<file path="config.mk">
export PLATFORM = sky130hd
export DESIGN_NAME = muldiv
export DESIGN_NICKNAME = d
export VERILOG_FILES = /design/src/rtl/muldiv.sv
export SDC_FILE = /design/constraint.sdc
export NUM_CORES = 1
export LEC_CHECK = 0
export CORE_AREA = 4 4 212 214
export CTS_CLUSTER_SIZE = 12
export DETAILED_ROUTE_END_ITERATION = 6
export DIE_AREA = 0 0 216 218
export SETUP_SLACK_MARGIN = 0.05
export SLEW_MARGIN = 20
export SYNTH_ARGS = -nofsm -noshare
export SYNTH_HDL_FRONTEND = slang
export SYNTH_SLANG_ARGS = --single-unit
</file>
<file path="constraint.sdc">
create_clock -name clk -period 3.9 [get_ports clk]
set_input_delay 0.39 -clock clk [delete_from_list [all_inputs] [get_ports clk]]
set_output_delay 0.39 -clock clk [all_outputs]
set_load 0.03 [all_outputs]
</file>
<file path="src/rtl/muldiv.sv">
// Iterative multiply/divide unit with HI/LO registers: radix-2 shift-add multiply and
// restoring divide, one bit per cycle, with sign handled by magnitude + final correction.
module muldiv #(
  parameter int W  = 32,
  parameter int CW = 6
) (
  input  logic         clk,
  input  logic         reset,
  input  logic         start,
  input  logic [1:0]   op,
  input  logic [W-1:0] a,
  input  logic [W-1:0] b,
  input  logic         cancel,
  input  logic         hi_we,
  input  logic         lo_we,
  input  logic [W-1:0] wdata,
  output logic         busy,
  output logic         done,
  output logic [W-1:0] hi,
  output logic [W-1:0] lo
);

  typedef enum logic [1:0] {IDLE, RUN, FIN} state_t;

  localparam logic [CW-1:0] LAST = CW'(W - 1);

  state_t          state;
  logic [CW-1:0]   count;
  logic [2*W-1:0]  acc;      // multiply: {partial product, multiplier}; divide: {remainder, quotient}
  logic [W-1:0]    opnd;     // multiplicand magnitude or divisor magnitude
  logic            is_div;
  logic            neg_q;    // product / quotient must be negated
  logic            neg_r;    // remainder must be negated

  logic            sgn;
  logic [W-1:0]    mag_a;
  logic [W-1:0]    mag_b;
  logic [W:0]      mul_sum;
  logic [W:0]      rem_sh;
  logic [W-1:0]    rem_diff;
  logic            rem_ge;
  logic [2*W-1:0]  acc_step;
  logic [2*W-1:0]  prod_fix;
  logic [W-1:0]    quot_fix;
  logic [W-1:0]    rem_fix;

  // NOTE: every signal driven here gets a default first, so no path can infer a latch.
  always_comb begin
    sgn      = ~op[0];
    mag_a    = (sgn && a[W-1]) ? -a : a;
    mag_b    = (sgn && b[W-1]) ? -b : b;

    mul_sum  = {1'b0, acc[2*W-1:W]} + {1'b0, opnd};
    rem_sh   = acc[2*W-1:W-1];
    rem_ge   = (rem_sh >= {1'b0, opnd});
    // Modulo-2^W difference is exact whenever the trial subtraction succeeds.
    rem_diff = rem_sh[W-1:0] - opnd;

    acc_step = acc;
    if (is_div)
      acc_step = {(rem_ge ? rem_diff : rem_sh[W-1:0]), acc[W-2:0], rem_ge};
    else if (acc[0])
      acc_step = {mul_sum, acc[W-1:1]};
    else
      acc_step = {1'b0, acc[2*W-1:1]};

    prod_fix = neg_q ? -acc : acc;
    quot_fix = neg_q ? -acc[W-1:0] : acc[W-1:0];
    rem_fix  = neg_r ? -acc[2*W-1:W] : acc[2*W-1:W];
  end

  // NOTE: all state updates use non-blocking assignments so every register samples
  // pre-edge values, independent of statement order.
  always_ff @(posedge clk) begin
    if (reset) begin
      state  <= IDLE;
      busy   <= 1'b0;
      done   <= 1'b0;
      hi     <= '0;
      lo     <= '0;
      count  <= '0;
      acc    <= '0;
      opnd   <= '0;
      is_div <= 1'b0;
      neg_q  <= 1'b0;
      neg_r  <= 1'b0;
    end else begin
      done <= 1'b0;
      case (state)
        IDLE: begin
          if (hi_we) hi <= wdata;
          if (lo_we) lo <= wdata;
          if (start && !cancel) begin
            state  <= RUN;
            busy   <= 1'b1;
            count  <= '0;
            is_div <= op[1];
            neg_q  <= sgn & (a[W-1] ^ b[W-1]);
            neg_r  <= sgn & a[W-1];
            acc    <= {{W{1'b0}}, (op[1] ? mag_a : mag_b)};
            opnd   <= op[1] ? mag_b : mag_a;
          end
        end
        RUN: begin
          if (cancel) begin
            state <= IDLE;
            busy  <= 1'b0;
          end else begin
            acc   <= acc_step;
            count <= count + CW'(1);
            if (count == LAST) state <= FIN;
          end
        end
        FIN: begin
          state <= IDLE;
          busy  <= 1'b0;
          if (!cancel) begin
            done <= 1'b1;
            if (is_div) begin
              hi <= rem_fix;
              lo <= quot_fix;
            end else begin
              {hi, lo} <= prod_fix;
            end
          end
        end
        default: begin
          state <= IDLE;
          busy  <= 1'b0;
        end
      endcase
    end
  end

endmodule

</file>
==> results <==
- The worst register-to-register path has a depth of 13.
- STA classifies the critical path startpoint as a flop.
- The slew of the pin with the lowest slew margin is 0.987 ns.
- The highest-delay cell along the critical path is a221oi_1.
- The type of element capturing the critical path is a flop.
- The number of remaining DRC errors is 0.
- The standard cell core area is 42,900 µm².
- The clock passes through at most 2 buffers.
- Entering global routing, the biggest net connects 73 pins.
- In this run the most critical hold path is launched from reset.
- The average wire per standard cell is 22.2 µm.
- For this run, asynchronously set or reset flops after synthesis account for 0%.
- The initial antenna violation count came to 0.
- The gate count of the mapped netlist is 2,090.
- Compared with the post-synthesis result, the final layout area differs by 20.0%.
- After synthesis, the mean cell area works out to 7.15 µm².
- The final period utilization is 92.9%.
- The area after detailed placement is 17,300 µm².
- The count of nets after finishing is 2,363.
- The post-route worst setup slack is 0.275 ns.
- Clock-pin slew was measured on the worst setup and hold paths at 0.07 ns.
- The number of hold buffers added after CTS was 0.
- Traced cell by cell, the critical path runs through inv_1, ha_1, inv_1, fa_1, a21o_1, a221oi_1, o21ai_1, a31oi_1, o31ai_1, o311a_1, or4_1, nand3_1, a221oi_1.
- The die outline height is 218 µm.
- The initial core utilization is 34.9%.
- The post-route setup TNS is 0 ns.
- The number of design-rule violations left by the first detailed-router iteration is 1,527.
- The worst endpoint data arrival time is 3.95 ns.
- The post-placement setup slack is 0.331 ns.
- VDD sags by at most 230 µV.
- The number of I/O pins is 170.
- The hold path depth is 2.
- The power per cell area is 313 nW/µm².
- Setup violations remaining at the end of the flow were counted as 0.
- The count of vias placed by the detailed router is 16,200.
- dfxtp_1 takes more of the synthesized area than any other cell.
- The sequential share of the synthesized area is 23.2%.
- In this run the critical register-to-register path is launched from acc[31].
- The latest clock arrival within the worst-skew pair is 0.47 ns.
- The pre-antenna-repair detailed-routing pass consisted of 5 iterations.
- Synthesis produced a netlist with a net count of 2,265.
- The first global-routing pass estimated 93.6 mm of wire.
- The number of buffer cells added on primary ports is 169.
- The number of pins exceeding their max-slew limit in the final report came to 0.
- The cell area after synthesis is 15,000 µm².
- The final instance area is 17,900 µm².
- The number of global-route vias before repair is 15,200.
- The min-delay analysis places its worst path in the category in2reg.
- The overall overflow remaining after global route is 0.
- Across every metal layer, demand over resource in global routing totals 25.5%.
- Max-cap violations in this run came to 0.
- Clock skew on the completed layout was measured at 0.0177 ns.
- TritonCTS built the clock tree.
- Cells with a size suffix above 1 make up 6.54% of the layout.
- The overall routed net length is 61.8 mm.
- The hold violation total from the final report is 0.
- The number of core rows is 76.
- The maximum level of the CTS H-tree is 4.
- Measured against its own limit, the worst slew margin works out to 34.1%.
- The peak per-stage delay on the critical path is 0.43 ns.
- For this run, the leading register cell type out of synthesis is dfxtp_1.
- After clock tree synthesis, the setup repair step added 0 buffers.
- In this run, synthesis inferred 0 flip-flops with an integrated enable.
- The overall power consumption is 0.00561 W.
- Counting the buffers created by CTS gives 17.
- The kind of critical path is reg2reg.
- The detailed placement HPWL is 49.1 mm.
- In this run the worst path has a maximum fanout of 5.
- The unique cell type count in the Yosys netlist is 78.
- The residual antenna-violating net count after detailed routing is 0.
- At the worst endpoint, the required time is 4.23 ns.
- The die is 216 µm wide.
- The run finished with clean final reports.
- The die covers 47,100 µm².
- The number of vias per cell is 5.81.
- In this run the biggest area consumer among cell types represents 23.2% of the synthesized area.
- For this run, the number of Yosys warnings is 0.
- The register bit total from synthesis is 173.
- The standby leakage power is 6.90 nW.
- Yosys attributes the largest share of cell area to dfxtp_1 23%, a21oi_1 7.2%, nor2_1 5.8%.
- The buffer cell driving the clock tree root is clkbuf_16.
- The final weighted congestion in routability-driven placement is 0.963.
- Across all register-to-register paths, the minimum setup slack is 0.28 ns.
- Setup repair after global routing left no endpoint under its margin.
- Counting I/O delays and the setup requirement, the final critical path takes 3.62 ns.
- Post-CTS repair changed the size of 0 cells.
- The number of clock sinks is 173.
- The endpoint of the worst hold-timing path is acc[17].
- Static timing analysis puts the maximum clock frequency at 276 MHz.
- The worst register-to-register path ends at acc[58].
cells in the mapped netlist (6+ instances only):
cell type	n
clkbuf_1	140
o22ai_1	6
o211ai_1	48
a211o_1	12
a221oi_1	9
inv_1	68
o21ai_0	114
o21bai_1	10
o21ai_1	6
mux2_2	9
ha_1	69
or3_1	21
nor4_1	17
nor3b_1	6
nor2_1	233
and3_1	17
a21o_1	43
xnor2_1	86
o31ai_1	21
xor2_1	74
a311oi_1	19
a31oi_1	35
buf_1	11
a21oi_1	214
or2_2	9
or4_1	12
nor2b_1	18
a211oi_1	78
mux2i_1	36
and2_1	12
nand2_1	218
dfxtp_1	173
a22o_1	16
nand2b_1	22
nand4_1	21
nand3_1	36
nor3_1	64
worst max-delay path by stage:
| stage | start | endpoint | slack [ns] | cells past startpoint |
|---|---|---|---|---|
| after global placement | acc[31] | acc[58] | 0.40 | 13 |
| final | acc[31] | acc[58] | 0.28 | 13 |
| after floorplan | acc[31] | acc[58] | 0.75 | 13 |
| after global routing | acc[32] | acc[63] | 0.09 | 12 |
| after detailed placement | acc[31] | acc[58] | 0.33 | 13 |
| after CTS | acc[31] | acc[58] | 0.31 | 13 |
cell type report:
type	instances	area, µm²
Antenna cell	1	2.50
Clock buffer	18	429
Clock inverter	14	196
Fill cell	4414	24900
Inverter	69	259
Multi-Input combinational cell	1690	10600
Sequential cell	173	3470
Tap cell	585	732
Timing Repair Buffer	237	2210
cell usage in the layout (no fill, tap or decap), types with 36 or more instances in the layout:
| cell | n |
|---|---|
| a21oi_1 | 213 |
| xnor2_1 | 86 |
| xor2_1 | 74 |
| buf_4 | 68 |
| mux2i_1 | 36 |
| nand2_1 | 218 |
| dfxtp_1 | 172 |
| nor2_1 | 231 |
| a21o_1 | 42 |
| inv_1 | 68 |
| o211ai_1 | 48 |
| ha_1 | 69 |
| o21ai_0 | 113 |
| clkdlybuf4s50_1 | 167 |
| a211oi_1 | 78 |
| nand3_1 | 36 |
| nor3_1 | 63 |
where the power goes:
part           internal, W  total [W]  switching (W)
registers          0.00186    0.00198       0.000119
logic             0.000657    0.00173        0.00108
clock network      0.00103    0.00190       0.000863
registers in the layout, indices dropped and copies added (netlist names):
name and flops:
acc 64, busy 1, count 6, done 1, hi 32, is_div 1
lo 32, neg_q 1, neg_r 1, opnd 32, state 2
worst max-delay path, delay by kind of cell (launching register included):
family,cells,cell delay [ns]
AOI/OAI and AO/OA,7,1.78
adders and majority gates,2,0.63
and+or+nand+nor,2,0.53
DFF,1,0.33
buffers and inverters,2,0.20
metrics by stage:
step           hold WS, ns  std cells  utilization, %
2_1_floorplan        0.449       2090               -
4_1_cts              0.358       2786            41.8
3_3_place_gp         0.445       2754            40.4
3_5_place_dp         0.451       2754            40.4
6_report             0.375       2787            41.8
5_1_grt              0.370       2786            41.8
per-layer routing:
layer	share of wire (%)	global-route usage, %	vias up
met2	45	40.3	700
li1	-	-	7775
met3	7.8	4.81	78
met4	2.7	7.62	0
met5	0	0	-
met1	45	35.3	7635
kinds of logic after synthesis:
family	after synthesis	synth area share (%)
DFF	173	23.2
buffers and inverters	227	5.84
muxes	45	3.09
and+or+nand+nor	723	22.4
xor gates and xnor gates	160	9.37
adders and majority gates	71	6.04
AOI/OAI and AO/OA	691	30.1
No activity file was read; power rests on OpenSTA's default activity.
